`src/rtl/asrv32_header.vh`:
```
// rtl/asrv32_header.vh - funct3 access-size encodings and one-hot opcode bit indices
`ifndef ASRV32_HEADER_VH
`define ASRV32_HEADER_VH

`define OPCODE_WIDTH 11

`define OP_RTYPE  0
`define OP_ITYPE  1
`define OP_LOAD   2
`define OP_STORE  3
`define OP_BRANCH 4
`define OP_JAL    5
`define OP_JALR   6
`define OP_LUI    7
`define OP_AUIPC  8
`define OP_SYSTEM 9
`define OP_FENCE  10

`define SIZE_BYTE 2'b00
`define SIZE_HALF 2'b01
`define SIZE_WORD 2'b10

`define FUNCT3_LB  3'b000
`define FUNCT3_LH  3'b001
`define FUNCT3_LW  3'b010
`define FUNCT3_LBU 3'b100
`define FUNCT3_LHU 3'b101

`endif

```
`src/rtl/asrv32_memoryaccess_pkg.sv`:
```
// rtl/asrv32_memoryaccess_pkg.sv - shared types, opcode indices and alignment helper
`include "asrv32_header.vh"

package asrv32_memoryaccess_pkg;

  localparam int OPCODE_WIDTH = `OPCODE_WIDTH;
  localparam int OP_RTYPE     = `OP_RTYPE;
  localparam int OP_LOAD      = `OP_LOAD;
  localparam int OP_STORE     = `OP_STORE;

  typedef enum logic {
    ST_IDLE = 1'b0,
    ST_WAIT = 1'b1
  } state_t;

  // Halfwords need an even address, words a 4-byte aligned one.
  function automatic logic is_misaligned(input logic [2:0] funct3, input logic [1:0] addr_lo);
    case (funct3[1:0])
      `SIZE_HALF: is_misaligned = addr_lo[0];
      `SIZE_WORD: is_misaligned = (addr_lo != 2'b00);
      default:    is_misaligned = 1'b0;
    endcase
  endfunction

endpackage

```
`src/rtl/asrv32_memoryaccess_if.sv`:
```
// rtl/asrv32_memoryaccess_if.sv - data-bus signal bundle between memory stage and bus slave
interface asrv32_memoryaccess_if;
  logic        o_wb_stb;
  logic        o_wb_we;
  logic [31:0] o_wb_addr;
  logic [31:0] o_wb_data;
  logic [3:0]  o_wb_sel;
  logic        i_wb_ack;
  logic [31:0] i_wb_data;

  modport master (
    output o_wb_stb, o_wb_we, o_wb_addr, o_wb_data, o_wb_sel,
    input  i_wb_ack, i_wb_data
  );

  modport slave (
    input  o_wb_stb, o_wb_we, o_wb_addr, o_wb_data, o_wb_sel,
    output i_wb_ack, i_wb_data
  );
endinterface

```
`src/rtl/asrv32_lsu_align.sv`:
```
// rtl/asrv32_lsu_align.sv - store lane replication/byte enables and load extract/extend
`include "asrv32_header.vh"

module asrv32_lsu_align (
  input  logic [1:0]  i_st_size,
  input  logic [1:0]  i_st_addr_lo,
  input  logic [31:0] i_rs2_data,
  input  logic [2:0]  i_ld_funct3,
  input  logic [1:0]  i_ld_addr_lo,
  input  logic [31:0] i_rdata,
  output logic [3:0]  o_sel,
  output logic [31:0] o_wdata,
  output logic [31:0] o_load_data
);

  logic [1:0]  w_ld_off;
  logic [31:0] w_shifted;

  always_comb begin
    o_sel   = 4'b1111;
    o_wdata = i_rs2_data;
    case (i_st_size)
      `SIZE_BYTE: begin
        o_sel   = 4'b0001 << i_st_addr_lo;
        o_wdata = {4{i_rs2_data[7:0]}};
      end
      `SIZE_HALF: begin
        o_sel   = 4'b0011 << {i_st_addr_lo[1], 1'b0};
        o_wdata = {2{i_rs2_data[15:0]}};
      end
      default: ;
    endcase
  end

  // Offset bits that an access size cannot use are ignored rather than trapped.
  always_comb begin
    case (i_ld_funct3[1:0])
      `SIZE_BYTE: w_ld_off = i_ld_addr_lo;
      `SIZE_HALF: w_ld_off = {i_ld_addr_lo[1], 1'b0};
      default:    w_ld_off = 2'b00;
    endcase
  end

  assign w_shifted = i_rdata >> {w_ld_off, 3'b000};

  always_comb begin
    case (i_ld_funct3)
      `FUNCT3_LB:  o_load_data = {{24{w_shifted[7]}}, w_shifted[7:0]};
      `FUNCT3_LH:  o_load_data = {{16{w_shifted[15]}}, w_shifted[15:0]};
      `FUNCT3_LBU: o_load_data = {24'd0, w_shifted[7:0]};
      `FUNCT3_LHU: o_load_data = {16'd0, w_shifted[15:0]};
      default:     o_load_data = w_shifted;
    endcase
  end

endmodule

```
`src/rtl/asrv32_memoryaccess.sv`:
```
// rtl/asrv32_memoryaccess.sv - RV32 memory-access stage with single-outstanding bus FSM
// Optional misaligned-access trap enabled by defining ASRV32_MISALIGN_TRAP_EN.
module asrv32_memoryaccess
  import asrv32_memoryaccess_pkg::*;
(
  input  logic                    i_clk,
  input  logic                    i_rst_n,
  input  logic [31:0]             i_result_from_alu,
  input  logic [31:0]             i_rs2_data,
  input  logic [2:0]              i_funct3,
  input  logic [OPCODE_WIDTH-1:0] i_opcode,
  input  logic [31:0]             i_pc,
  input  logic                    i_wr_rd_en,
  input  logic [4:0]              i_rd_addr,
  output logic [2:0]              o_funct3,
  output logic [OPCODE_WIDTH-1:0] o_opcode,
  output logic [31:0]             o_pc,
  output logic                    o_wr_rd_en,
  output logic [4:0]              o_rd_addr,
  output logic [31:0]             o_rd_data,
  output logic [31:0]             o_load_data,
  asrv32_memoryaccess_if.master   wb,
  input  logic                    i_ce,
  output logic                    o_ce,
  input  logic                    i_stall,
  output logic                    o_stall,
  input  logic                    i_flush
`ifdef ASRV32_MISALIGN_TRAP_EN
  ,
  output logic                    o_misaligned
`endif
);

  state_t                  r_state;
  logic                    r_done;
  logic                    r_killed;
  logic [31:0]             r_req_addr;
  logic [31:0]             r_req_pc;
  logic [2:0]              r_req_funct3;
  logic [OPCODE_WIDTH-1:0] r_req_opcode;
  logic [4:0]              r_req_rd;
  logic                    r_req_wr;
  logic [31:0]             r_ld_buf;

  logic        w_is_load;
  logic        w_is_store;
  logic        w_mem;
  logic        w_misaligned;
  logic        w_issue;
  logic [3:0]  w_sel;
  logic [31:0] w_wdata;
  logic [31:0] w_load_data;

  assign w_is_load  = i_opcode[OP_LOAD];
  assign w_is_store = i_opcode[OP_STORE];
  assign w_mem      = w_is_load | w_is_store;

`ifdef ASRV32_MISALIGN_TRAP_EN
  assign w_misaligned = w_mem & is_misaligned(i_funct3, i_result_from_alu[1:0]);
`else
  assign w_misaligned = 1'b0;
`endif

  assign w_issue = (r_state == ST_IDLE) & ~r_done & i_ce & ~i_stall & ~i_flush & w_mem & ~w_misaligned;
  // r_done keeps the upstream frozen until a stalled load result is handed on.
  assign o_stall = w_issue | r_done | ((r_state == ST_WAIT) & ~wb.i_wb_ack);

  asrv32_lsu_align u_align (
    .i_st_size    (i_funct3[1:0]),
    .i_st_addr_lo (i_result_from_alu[1:0]),
    .i_rs2_data   (i_rs2_data),
    .i_ld_funct3  (r_req_funct3),
    .i_ld_addr_lo (r_req_addr[1:0]),
    .i_rdata      (wb.i_wb_data),
    .o_sel        (w_sel),
    .o_wdata      (w_wdata),
    .o_load_data  (w_load_data)
  );

  always_ff @(posedge i_clk or negedge i_rst_n) begin
    if (!i_rst_n) begin
      r_state      <= ST_IDLE;
      r_done       <= 1'b0;
      r_killed     <= 1'b0;
      r_req_addr   <= '0;
      r_req_pc     <= '0;
      r_req_funct3 <= '0;
      r_req_opcode <= '0;
      r_req_rd     <= '0;
      r_req_wr     <= 1'b0;
      r_ld_buf     <= '0;
      o_funct3     <= '0;
      o_opcode     <= '0;
      o_pc         <= '0;
      o_wr_rd_en   <= 1'b0;
      o_rd_addr    <= '0;
      o_rd_data    <= '0;
      o_load_data  <= '0;
      o_ce         <= 1'b0;
      wb.o_wb_stb  <= 1'b0;
      wb.o_wb_we   <= 1'b0;
      wb.o_wb_addr <= '0;
      wb.o_wb_data <= '0;
      wb.o_wb_sel  <= '0;
    end else begin
      case (r_state)
        ST_IDLE: begin
          if (r_done) begin
            o_ce <= 1'b0;
            if (i_flush) begin
              r_done     <= 1'b0;
              o_wr_rd_en <= 1'b0;
            end else if (!i_stall) begin
              r_done      <= 1'b0;
              o_funct3    <= r_req_funct3;
              o_opcode    <= r_req_opcode;
              o_pc        <= r_req_pc;
              o_rd_addr   <= r_req_rd;
              o_rd_data   <= r_req_addr;
              o_wr_rd_en  <= r_req_wr;
              o_load_data <= r_ld_buf;
              o_ce        <= 1'b1;
            end
          end else if (w_issue) begin
            wb.o_wb_stb  <= 1'b1;
            wb.o_wb_we   <= w_is_store;
            wb.o_wb_addr <= {i_result_from_alu[31:2], 2'b00};
            wb.o_wb_sel  <= w_sel;
            wb.o_wb_data <= w_wdata;
            r_req_addr   <= i_result_from_alu;
            r_req_pc     <= i_pc;
            r_req_funct3 <= i_funct3;
            r_req_opcode <= i_opcode;
            r_req_rd     <= i_rd_addr;
            r_req_wr     <= i_wr_rd_en & w_is_load;
            r_killed     <= 1'b0;
            o_ce         <= 1'b0;
            r_state      <= ST_WAIT;
          end else if (i_flush) begin
            o_ce       <= 1'b0;
            o_wr_rd_en <= 1'b0;
          end else if (i_stall) begin
            o_ce <= 1'b0;
          end else begin
            o_funct3   <= i_funct3;
            o_opcode   <= i_opcode;
            o_pc       <= i_pc;
            o_rd_addr  <= i_rd_addr;
            o_rd_data  <= i_result_from_alu;
            o_wr_rd_en <= i_wr_rd_en & i_ce & ~w_is_store & ~w_misaligned;
            o_ce       <= i_ce;
          end
        end

        ST_WAIT: begin
          o_ce <= 1'b0;
          if (i_flush) begin
            r_killed   <= 1'b1;
            o_wr_rd_en <= 1'b0;
          end
          // A flushed access still runs to its ack; only the result is dropped.
          if (wb.i_wb_ack) begin
            wb.o_wb_stb <= 1'b0;
            r_state     <= ST_IDLE;
            if (r_killed || i_flush) begin
              o_wr_rd_en <= 1'b0;
            end else if (i_stall) begin
              r_done   <= 1'b1;
              r_ld_buf <= w_load_data;
            end else begin
              o_funct3    <= r_req_funct3;
              o_opcode    <= r_req_opcode;
              o_pc        <= r_req_pc;
              o_rd_addr   <= r_req_rd;
              o_rd_data   <= r_req_addr;
              o_wr_rd_en  <= r_req_wr;
              o_load_data <= w_load_data;
              o_ce        <= 1'b1;
            end
          end
        end

        default: r_state <= ST_IDLE;
      endcase
    end
  end

`ifdef ASRV32_MISALIGN_TRAP_EN
  always_ff @(posedge i_clk or negedge i_rst_n) begin
    if (!i_rst_n) begin
      o_misaligned <= 1'b0;
    end else if (i_flush) begin
      o_misaligned <= 1'b0;
    end else if (!i_stall) begin
      o_misaligned <= (r_state == ST_IDLE) & ~r_done & i_ce & w_misaligned;
    end
  end
`endif

endmodule
```
`src/flat_wrapper.sv`:
```
// flat-port wrapper written by rule: the top's interface ports become plain ports
module asrv32_memoryaccess_flat import asrv32_memoryaccess_pkg::*;
  (i_clk, i_rst_n, i_result_from_alu, i_rs2_data, i_funct3, i_opcode, i_pc, i_wr_rd_en, i_rd_addr, o_funct3, o_opcode, o_pc, o_wr_rd_en, o_rd_addr, o_rd_data, o_load_data, i_ce, o_ce, i_stall, o_stall, i_flush, wb_o_wb_stb, wb_o_wb_we, wb_o_wb_addr, wb_o_wb_data, wb_o_wb_sel, wb_i_wb_ack, wb_i_wb_data);
  asrv32_memoryaccess_if wb_i ();
  input  logic i_clk;
  input  logic i_rst_n;
  input  logic [31:0] i_result_from_alu;
  input  logic [31:0] i_rs2_data;
  input  logic [2:0] i_funct3;
  input  logic [OPCODE_WIDTH-1:0] i_opcode;
  input  logic [31:0] i_pc;
  input  logic i_wr_rd_en;
  input  logic [4:0] i_rd_addr;
  output logic [2:0] o_funct3;
  output logic [OPCODE_WIDTH-1:0] o_opcode;
  output logic [31:0] o_pc;
  output logic o_wr_rd_en;
  output logic [4:0] o_rd_addr;
  output logic [31:0] o_rd_data;
  output logic [31:0] o_load_data;
  input  logic i_ce;
  output logic o_ce;
  input  logic i_stall;
  output logic o_stall;
  input  logic i_flush;
  output wire logic [$bits(wb_i.o_wb_stb)-1:0] wb_o_wb_stb;
  output wire logic [$bits(wb_i.o_wb_we)-1:0] wb_o_wb_we;
  output wire logic [$bits(wb_i.o_wb_addr)-1:0] wb_o_wb_addr;
  output wire logic [$bits(wb_i.o_wb_data)-1:0] wb_o_wb_data;
  output wire logic [$bits(wb_i.o_wb_sel)-1:0] wb_o_wb_sel;
  input wire logic [$bits(wb_i.i_wb_ack)-1:0] wb_i_wb_ack;
  input wire logic [$bits(wb_i.i_wb_data)-1:0] wb_i_wb_data;
  assign wb_o_wb_stb = wb_i.o_wb_stb;
  assign wb_o_wb_we = wb_i.o_wb_we;
  assign wb_o_wb_addr = wb_i.o_wb_addr;
  assign wb_o_wb_data = wb_i.o_wb_data;
  assign wb_o_wb_sel = wb_i.o_wb_sel;
  assign wb_i.i_wb_ack = wb_i_wb_ack;
  assign wb_i.i_wb_data = wb_i_wb_data;
  asrv32_memoryaccess u_core (.i_clk(i_clk), .i_rst_n(i_rst_n), .i_result_from_alu(i_result_from_alu), .i_rs2_data(i_rs2_data), .i_funct3(i_funct3), .i_opcode(i_opcode), .i_pc(i_pc), .i_wr_rd_en(i_wr_rd_en), .i_rd_addr(i_rd_addr), .o_funct3(o_funct3), .o_opcode(o_opcode), .o_pc(o_pc), .o_wr_rd_en(o_wr_rd_en), .o_rd_addr(o_rd_addr), .o_rd_data(o_rd_data), .o_load_data(o_load_data), .wb(wb_i), .i_ce(i_ce), .o_ce(o_ce), .i_stall(i_stall), .o_stall(o_stall), .i_flush(i_flush));
endmodule
```
`config.mk`:
```
export PLATFORM = sky130hd
export DESIGN_NAME = asrv32_memoryaccess_flat
export DESIGN_NICKNAME = d
export VERILOG_FILES = /design/src/rtl/asrv32_memoryaccess_pkg.sv /design/src/rtl/asrv32_memoryaccess_if.sv /design/src/rtl/asrv32_lsu_align.sv /design/src/rtl/asrv32_memoryaccess.sv /design/src/flat_wrapper.sv
export VERILOG_INCLUDE_DIRS = /design/src /design/src/rtl
export SDC_FILE = /design/constraint.sdc
export NUM_CORES = 1
export LEC_CHECK = 0
export BUFFER_PORTS_ARGS = -buffer_cell sky130_fd_sc_hd__buf_2
export CAP_MARGIN = 10
export CORE_MARGIN = 5
export CORE_UTILIZATION = 55
export CTS_BUF_LIST = sky130_fd_sc_hd__clkbuf_8
export DETAILED_ROUTE_END_ITERATION = 16
export HOLD_SLACK_MARGIN = 0.02
export PLACE_DENSITY = 0.83
export SYNTH_ARGS = -nofsm -noshare
export SYNTH_HDL_FRONTEND = slang
export SYNTH_SLANG_ARGS = --single-unit
export TNS_END_PERCENT = 100
```
`constraint.sdc`:
```
create_clock -name i_clk -period 2.3 [get_ports i_clk]
set_input_delay 0.345 -clock i_clk [delete_from_list [all_inputs] [get_ports i_clk]]
set_output_delay 0.345 -clock i_clk [all_outputs]
set_load 0.02 [all_outputs]
```
# [Yosys cells after proc, flatten, opt, wreduce, memory -nomap -nowiden]
# Cells that the tools add are included.
[classes] n_shift=3 reduce_logical=12 div=0 addsub=0 magnitude_cmp=0 mux=95 eq_ne=21 n_bitwise=19 mul=0
[ops] cell="32-bit two-way mux" count=22
[ops] cell="32-bit one-hot mux with 2 select lines" count=4
[ops] cell="32-bit one-hot mux with 4 select lines" count=1
[ops] cell="11-bit two-way mux" count=8
[ops] cell="5-bit two-way mux" count=8
[ops] cell="1-bit two-way mux" count=33
[ops] cell="32-bit by 5-bit right shift with 32-bit output" count=1
[ops] cell="3-bit two-way mux" count=8
[ops] cell="11-bit one-hot mux with 2 select lines" count=1
[ops] cell="2-bit != test (second input constant)" count=8
[ops] cell="3-bit AND reduction" count=5
[ops] cell="1-bit one-hot mux with 2 select lines" count=6
[ops] cell="6-bit AND reduction" count=2
[ops] cell="5-bit one-hot mux with 2 select lines" count=1
[ops] cell="1-bit AND" count=9
[ops] cell="3-bit by 2-bit != test with 1-bit output (second input constant)" count=3
[ops] cell="4-bit one-hot mux with 2 select lines" count=1
[ops] cell="1-bit inverter" count=7
[ops] cell="3-bit equality test (second input constant)" count=2
[ops] cell="3-bit one-hot mux with 2 select lines" count=1
[ops] cell="2-bit by 1-bit equality test with 1-bit output (second input constant)" count=2
[ops] cell="2-bit logical NOT" count=2
[ops] cell="2-bit by 1-bit != test with 1-bit output (second input constant)" count=2
[ops] cell="4-bit by 3-bit != test with 1-bit output (second input constant)" count=1
[ops] cell="other kinds (10)" count=12
[word_totals] ramBits=0 output_inout_bits=188 latchBits=0 inputBits=154 romBits=0 register_bits=304 mem_count=0

# [Longest topological paths before layout]
[logic_depth] word_depth=9 depth_mapped=8

# [Hierarchy]
# A second synthesis with hierarchy kept.
[unflattened] cells_unflattened=1227 hier_area_um2=12852.3
[by_module_without_submodules] module="asrv32_memoryaccess" cells_each=1069 n_inst=1 seq_area_each_um2=6831.6 area_per_inst_um2=11725.0
[by_module_without_submodules] module="asrv32_lsu_align" cells_each=158 n_inst=1 seq_area_each_um2=0.0 area_per_inst_um2=1127.3

# [Worst setup path after synthesis]
# Ideal clock, no wire load.
[synth_timing] path_type="register -> register" start="reg u_core.r_req_funct3[1]" end="reg u_core.r_ld_buf[0]" stages_incl_launch_ff=6 arrival_time_ns=1.574 n_path_buf=1 path_slack_ns=0.601 cell_sequence="dfrtp_1 -> buf_6 -> or2_2 -> nor2_4 -> mux4_2 -> mux2_2"
[synth_between] elab_chain_cells=4 elab_cells_between_ends=5 cone_classes="eq/ne (1); shift (1); mux (2); reduce/logical (1)"
[synth_rtl] item="from (decl)" line="asrv32_memoryaccess.sv:39" source="logic [2:0] r_req_funct3;"
[synth_rtl] item="from (signal assigned)" line="asrv32_memoryaccess.sv:132" source="r_req_funct3 <= i_funct3;"
[synth_rtl] item="2-bit by 1-bit equality test with 1-bit output or 2-bit logical NOT (tied branches)" line="asrv32_lsu_align.sv:37" source="case (i_ld_funct3[1:0])"
[synth_rtl] item="2-bit one-hot mux with 2 select lines *" line="asrv32_lsu_align.sv:37"
[synth_rtl] item="32-bit by 5-bit right shift with 32-bit output *" line="asrv32_lsu_align.sv:44" source="assign w_shifted = i_rdata >> {w_ld_off, 3'b000};"
[synth_rtl] item="32-bit one-hot mux with 4 select lines *" line="asrv32_lsu_align.sv:47" source="case (i_ld_funct3)"
[synth_rtl] item="to (signal assigned)" line="asrv32_memoryaccess.sv:169" source="r_ld_buf <= w_load_data;"
[synth_rtl] item="to (decl)" line="asrv32_memoryaccess.sv:43" source="logic [31:0] r_ld_buf;"
# Every way passes the cells marked *; elsewhere a longest branch is shown, timed or not.
# A chain may end at the register's enable or synchronous reset.

# [Worst setup path after layout]
[layout_timing] start="reg u_core.r_state" end="out o_stall"
[layout_between] elab_chain_cells=8 elab_cells_between_ends=9 cone_classes="bitwise (9)"
[layout_rtl] item="from (decl)" line="asrv32_memoryaccess.sv:34" source="state_t r_state;"
[layout_rtl] item="from (signal assigned)" line="asrv32_memoryaccess.sv:82" source="r_state <= ST_IDLE;"
[layout_rtl] item="from (signal assigned)" line="asrv32_memoryaccess.sv:138" source="r_state <= ST_WAIT;"
[layout_rtl] item="from (signal assigned)" line="asrv32_memoryaccess.sv:164" source="r_state <= ST_IDLE;"
[layout_rtl] item="1-bit inverter (no line)"
[layout_rtl] item="1-bit AND (5 in series)" line="asrv32_memoryaccess.sv:64" source="assign w_issue = (r_state == ST_IDLE) & ~r_done & i_ce & ~i_stall & ~i_flush & w_mem & ~w_misaligned;"
[layout_rtl] item="1-bit OR" line="asrv32_memoryaccess.sv:66" source="assign o_stall = w_issue | r_done | ((r_state == ST_WAIT) & ~wb.i_wb_ack);"
[layout_rtl] item="1-bit OR *" line="asrv32_memoryaccess.sv:66"
[layout_rtl] item="to (decl)" line="flat_wrapper.sv:24" source="output logic o_stall;"
# Marks and branches as above.

==> results.sh <==
export IMPL_status="finished, final reports clean"
export IMPL_vias=10940
export IMPL_drive_gt1_share_pct=33.9
export IMPL_start_util_pct=56.2
export IMPL_wire_per_inst_um=19.9
export IMPL_grt_pass1_vias=11069
export IMPL_hpwl_mm=25.8
export IMPL_cts_buffer_depth=3
export IMPL_worst_path_buf_inv=1
export IMPL_avgViaCountPerCell=5.78
export IMPL_critPathMaxStageDelay_ns=0.47
export IMPL_first_iter_violations=1079
export IMPL_grt_max_degree=82
export IMPL_timing_slew_headroom_pct=40.2
export IMPL_synth_top_family_by_area="compound AO/OA/AOI/OAI gates"
export IMPL_worstPathCellList="nor2_4 -> nand4b_4 -> o21ai_2 -> nand2b_1 -> buf_2"
export IMPL_syn_to_final_growth_pct=23.6
export IMPL_ys_top_cells_by_count="273 x dfrtp_1, 153 x o21ai_0, 139 x nor2_1, 118 x a21oi_1, 96 x or3_1"
export IMPL_syn_area_um2=12800
export IMPL_slew_viol_final=0
export IMPL_critPathKind="reg -> out"
export IMPL_comb_power_share_pct=30.8
export IMPL_p_int_w=0.0110
export IMPL_cp_slowest_cell="dfrtp_2"
export IMPL_ys_ff_latch=273
export IMPL_cts_buffers=47
export IMPL_io_pins=342
export IMPL_numPortBuffers=339
export IMPL_rr_worst_depth=6
export IMPL_yosysSeqAreaShare_pct=53.4
export IMPL_timing_setup_tns_ns=0
export IMPL_core_area_um2=22800
export IMPL_tightest_slew_ns=0.894
export IMPL_fin_nets=1692
export IMPL_die_y_um=163
export IMPL_fmax_mhz=463
export IMPL_ys_warn_count=0
export IMPL_endpoint_kind="output pin"
export IMPL_grt_use_total_pct=27.7
export IMPL_cp_arrival_ns=1.82
export IMPL_place_area_um2=14600
export IMPL_synth_xor_area_share_pct=0
export IMPL_synth_edf_count=0
export IMPL_worstHoldPathCells=2
export IMPL_p_sw_w=0.00616
export IMPL_avgSynthCellArea_um2=10.4
export IMPL_cp_max_fo=9
export IMPL_p_leak_nw=7.24
export IMPL_syn_inst=1231
export IMPL_synth_simple_area_share_pct=13.4
export IMPL_setup_viol=0
export IMPL_switching_share_pct=35.9
export IMPL_powerDensity_nw_per_um2=1090
export IMPL_worstSetupStartpointType="register"
export IMPL_nFillCells=1676
export IMPL_die_x_um=163
export IMPL_stdcell_area_um2=15800
export IMPL_synth_area_leaders="dfrtp_1 53%, o21ai_0 6.0%, or3_1 4.7%"
export IMPL_synth_compound_area_share_pct=15.6
export IMPL_synthArstFlopShare_pct=100
export IMPL_drc=0
export IMPL_clock_skew_ns=0.0186
export IMPL_drt_pass1_iter_count=5
export IMPL_p_seq_share_pct=41.3
export IMPL_yosys_area_top_type="dfrtp_1"
export IMPL_drtAntennaViolNets=0
export IMPL_rsz0062_at_grt="false"
export IMPL_hp_class="in -> reg"
export IMPL_cts_root_buf="clkbuf_8"
export IMPL_final_period_utilization_pct=93.9
export IMPL_finalCriticalPeriod_ns=2.16
export IMPL_overflow=0
export IMPL_finalHoldViolCount=0
export IMPL_peakVddDrop_v=0.000698
export IMPL_yosysTopAreaCellShare_pct=53.4
export IMPL_required_ns=1.96
export IMPL_netlist_cell_type_count=50
export IMPL_synthMuxAreaShare_pct=11.7
export IMPL_pwr_share_clk_pct=27.9
export IMPL_htreeDepth=2
export IMPL_clk_pin_slew_worst_paths_ns=0.06
export IMPL_gp_congestion=0.909
export IMPL_wirelength_mm=37.7
export IMPL_worstSkewPairLatency_ns=0.54
export IMPL_synth_most_common_cell="dfrtp_1"
export IMPL_synthAdderAreaFrac_pct=0
export IMPL_drv_cap=0
export IMPL_rows=55
export IMPL_die_area_um2=26400
export IMPL_clkSinkCount=273
export IMPL_antenna_found_initial=3
export IMPL_cp_depth=5
export IMPL_grt_pass1_wl_mm=59.4
export IMPL_yosys_most_used_dff="dfrtp_1"
export IMPL_critical_path_top_delay_family="simple AND/OR/NAND/NOR gates"
export IMPL_cts_tree="done"
final cells by class:
cell class	instances	area, um2	area share [%]
Multi-Input combinational cell	823	5250	33.2
Clock buffer	57	785	4.96
Clock inverter	29	258	1.63
Timing Repair Buffer	388	2270	14.4
Tap cell	313	392	2.48
Antenna cell	4	10.0	0.0633
Sequential cell	273	6830	43.2
Inverter	5	18.8	0.119
power groups by stage:
| stage | Clock (W) | Sequential [W] | Combinational, W |
|---|---|---|---|
| 2_1_floorplan | 0 | 0.00790 | 0.00263 |
| 3_3_place_gp | 0 | 0.00707 | 0.00509 |
| 3_5_place_dp | 0 | 0.00713 | 0.00524 |
| 4_1_cts | 0.00485 | 0.00708 | 0.00528 |
| 5_1_grt | 0.00508 | 0.00726 | 0.00572 |
| 6_report | 0.00480 | 0.00709 | 0.00528 |
path summary, 6_finish.rpt:
path	slack, ns	end	startpoint
setup reg to reg	0.16	u_core.o_load_data[16]	u_core.r_req_funct3[0]
min in group asynchronous	0.35	u_core.o_rd_addr[3]	i_rst_n
hold / removal	0.04	u_core.r_req_rd[1]	i_rd_addr[1]
setup / recovery	0.14	o_stall	u_core.r_state
max in group asynchronous	1.19	u_core.r_state	i_rst_n
hold reg to reg	0.48	u_core.wb.o_wb_data[13]	u_core.wb.o_wb_data[13]
registers in the layout, indices dropped and copies added (netlist names), 5 cells and up:
register and count:
u_core.o_load_data 32, u_core.r_req_rd 5, u_core.r_ld_buf 32, u_core.o_opcode 11, u_core.r_req_opcode 11, u_core.r_req_pc 32
u_core.o_rd_addr 5, u_core.o_rd_data 32, u_core.r_req_addr 31, u_core.o_pc 32, u_core.wb.o_wb_data 32
metal layers:
layer  GRT usage, %  vias to the layer above  wire length (um)
li1               -                     4934                 -
met1           35.5                     5357             14500
met2           45.4                      544             18400
met3           6.96                      105              3260
met4           11.4                        0              1600
met5              0                        -                 0
per-stage QoR:
stage | setup WS (ns) | power, W | hold WS, ns | instances | util, %
after floorplan | 0.601 | 0.0105 | 0.0494 | 1232 | -
after global placement | 0.223 | 0.0122 | 0.350 | 1781 | 63.9
after detailed placement | 0.146 | 0.0124 | 0.353 | 1781 | 63.9
after CTS | 0.0319 | 0.0172 | 0.0206 | 1885 | 69.3
after global routing | 0.0211 | 0.0181 | 0.0242 | 1891 | 69.4
final | 0.140 | 0.0172 | 0.0385 | 1892 | 69.4
what timing repair did:
action	in CTS	in global routing
endpoints found under the setup margin	1	9
resized for setup	1	1
buffers inserted	0	2
hold buffers	18	1
pin swaps	0	0
hold endpoints to repair	81	1
cells by family after synthesis:
logic type             Yosys count
AOI/OAI and AO/OA              335
buffers and inverters          136
other                            1
muxes                          129
and+or+nand+nor                357
DFF                            273
cells in the final DEF, fill, tap and decap left out, drive strengths merged, types with 2 or more instances in the layout:
master / n
conb: 2
o211ai: 8
dlygate4sd3: 19
clkbuf: 57
nor3: 7
a21oi: 119
a22o: 5
mux2: 96
nor2: 143
mux4: 7
mux2i: 26
nand3: 10
clkinv: 8
buf: 369
and3: 3
nand2: 80
diode: 4
bufinv: 5
a31oi: 17
a22oi: 9
a41oi: 16
o21ai: 154
nand2b: 10
or3: 97
inv: 19
dfrtp: 273
or2: 2
clkinvlp: 2
No activity file was read; power rests on OpenSTA's default activity.
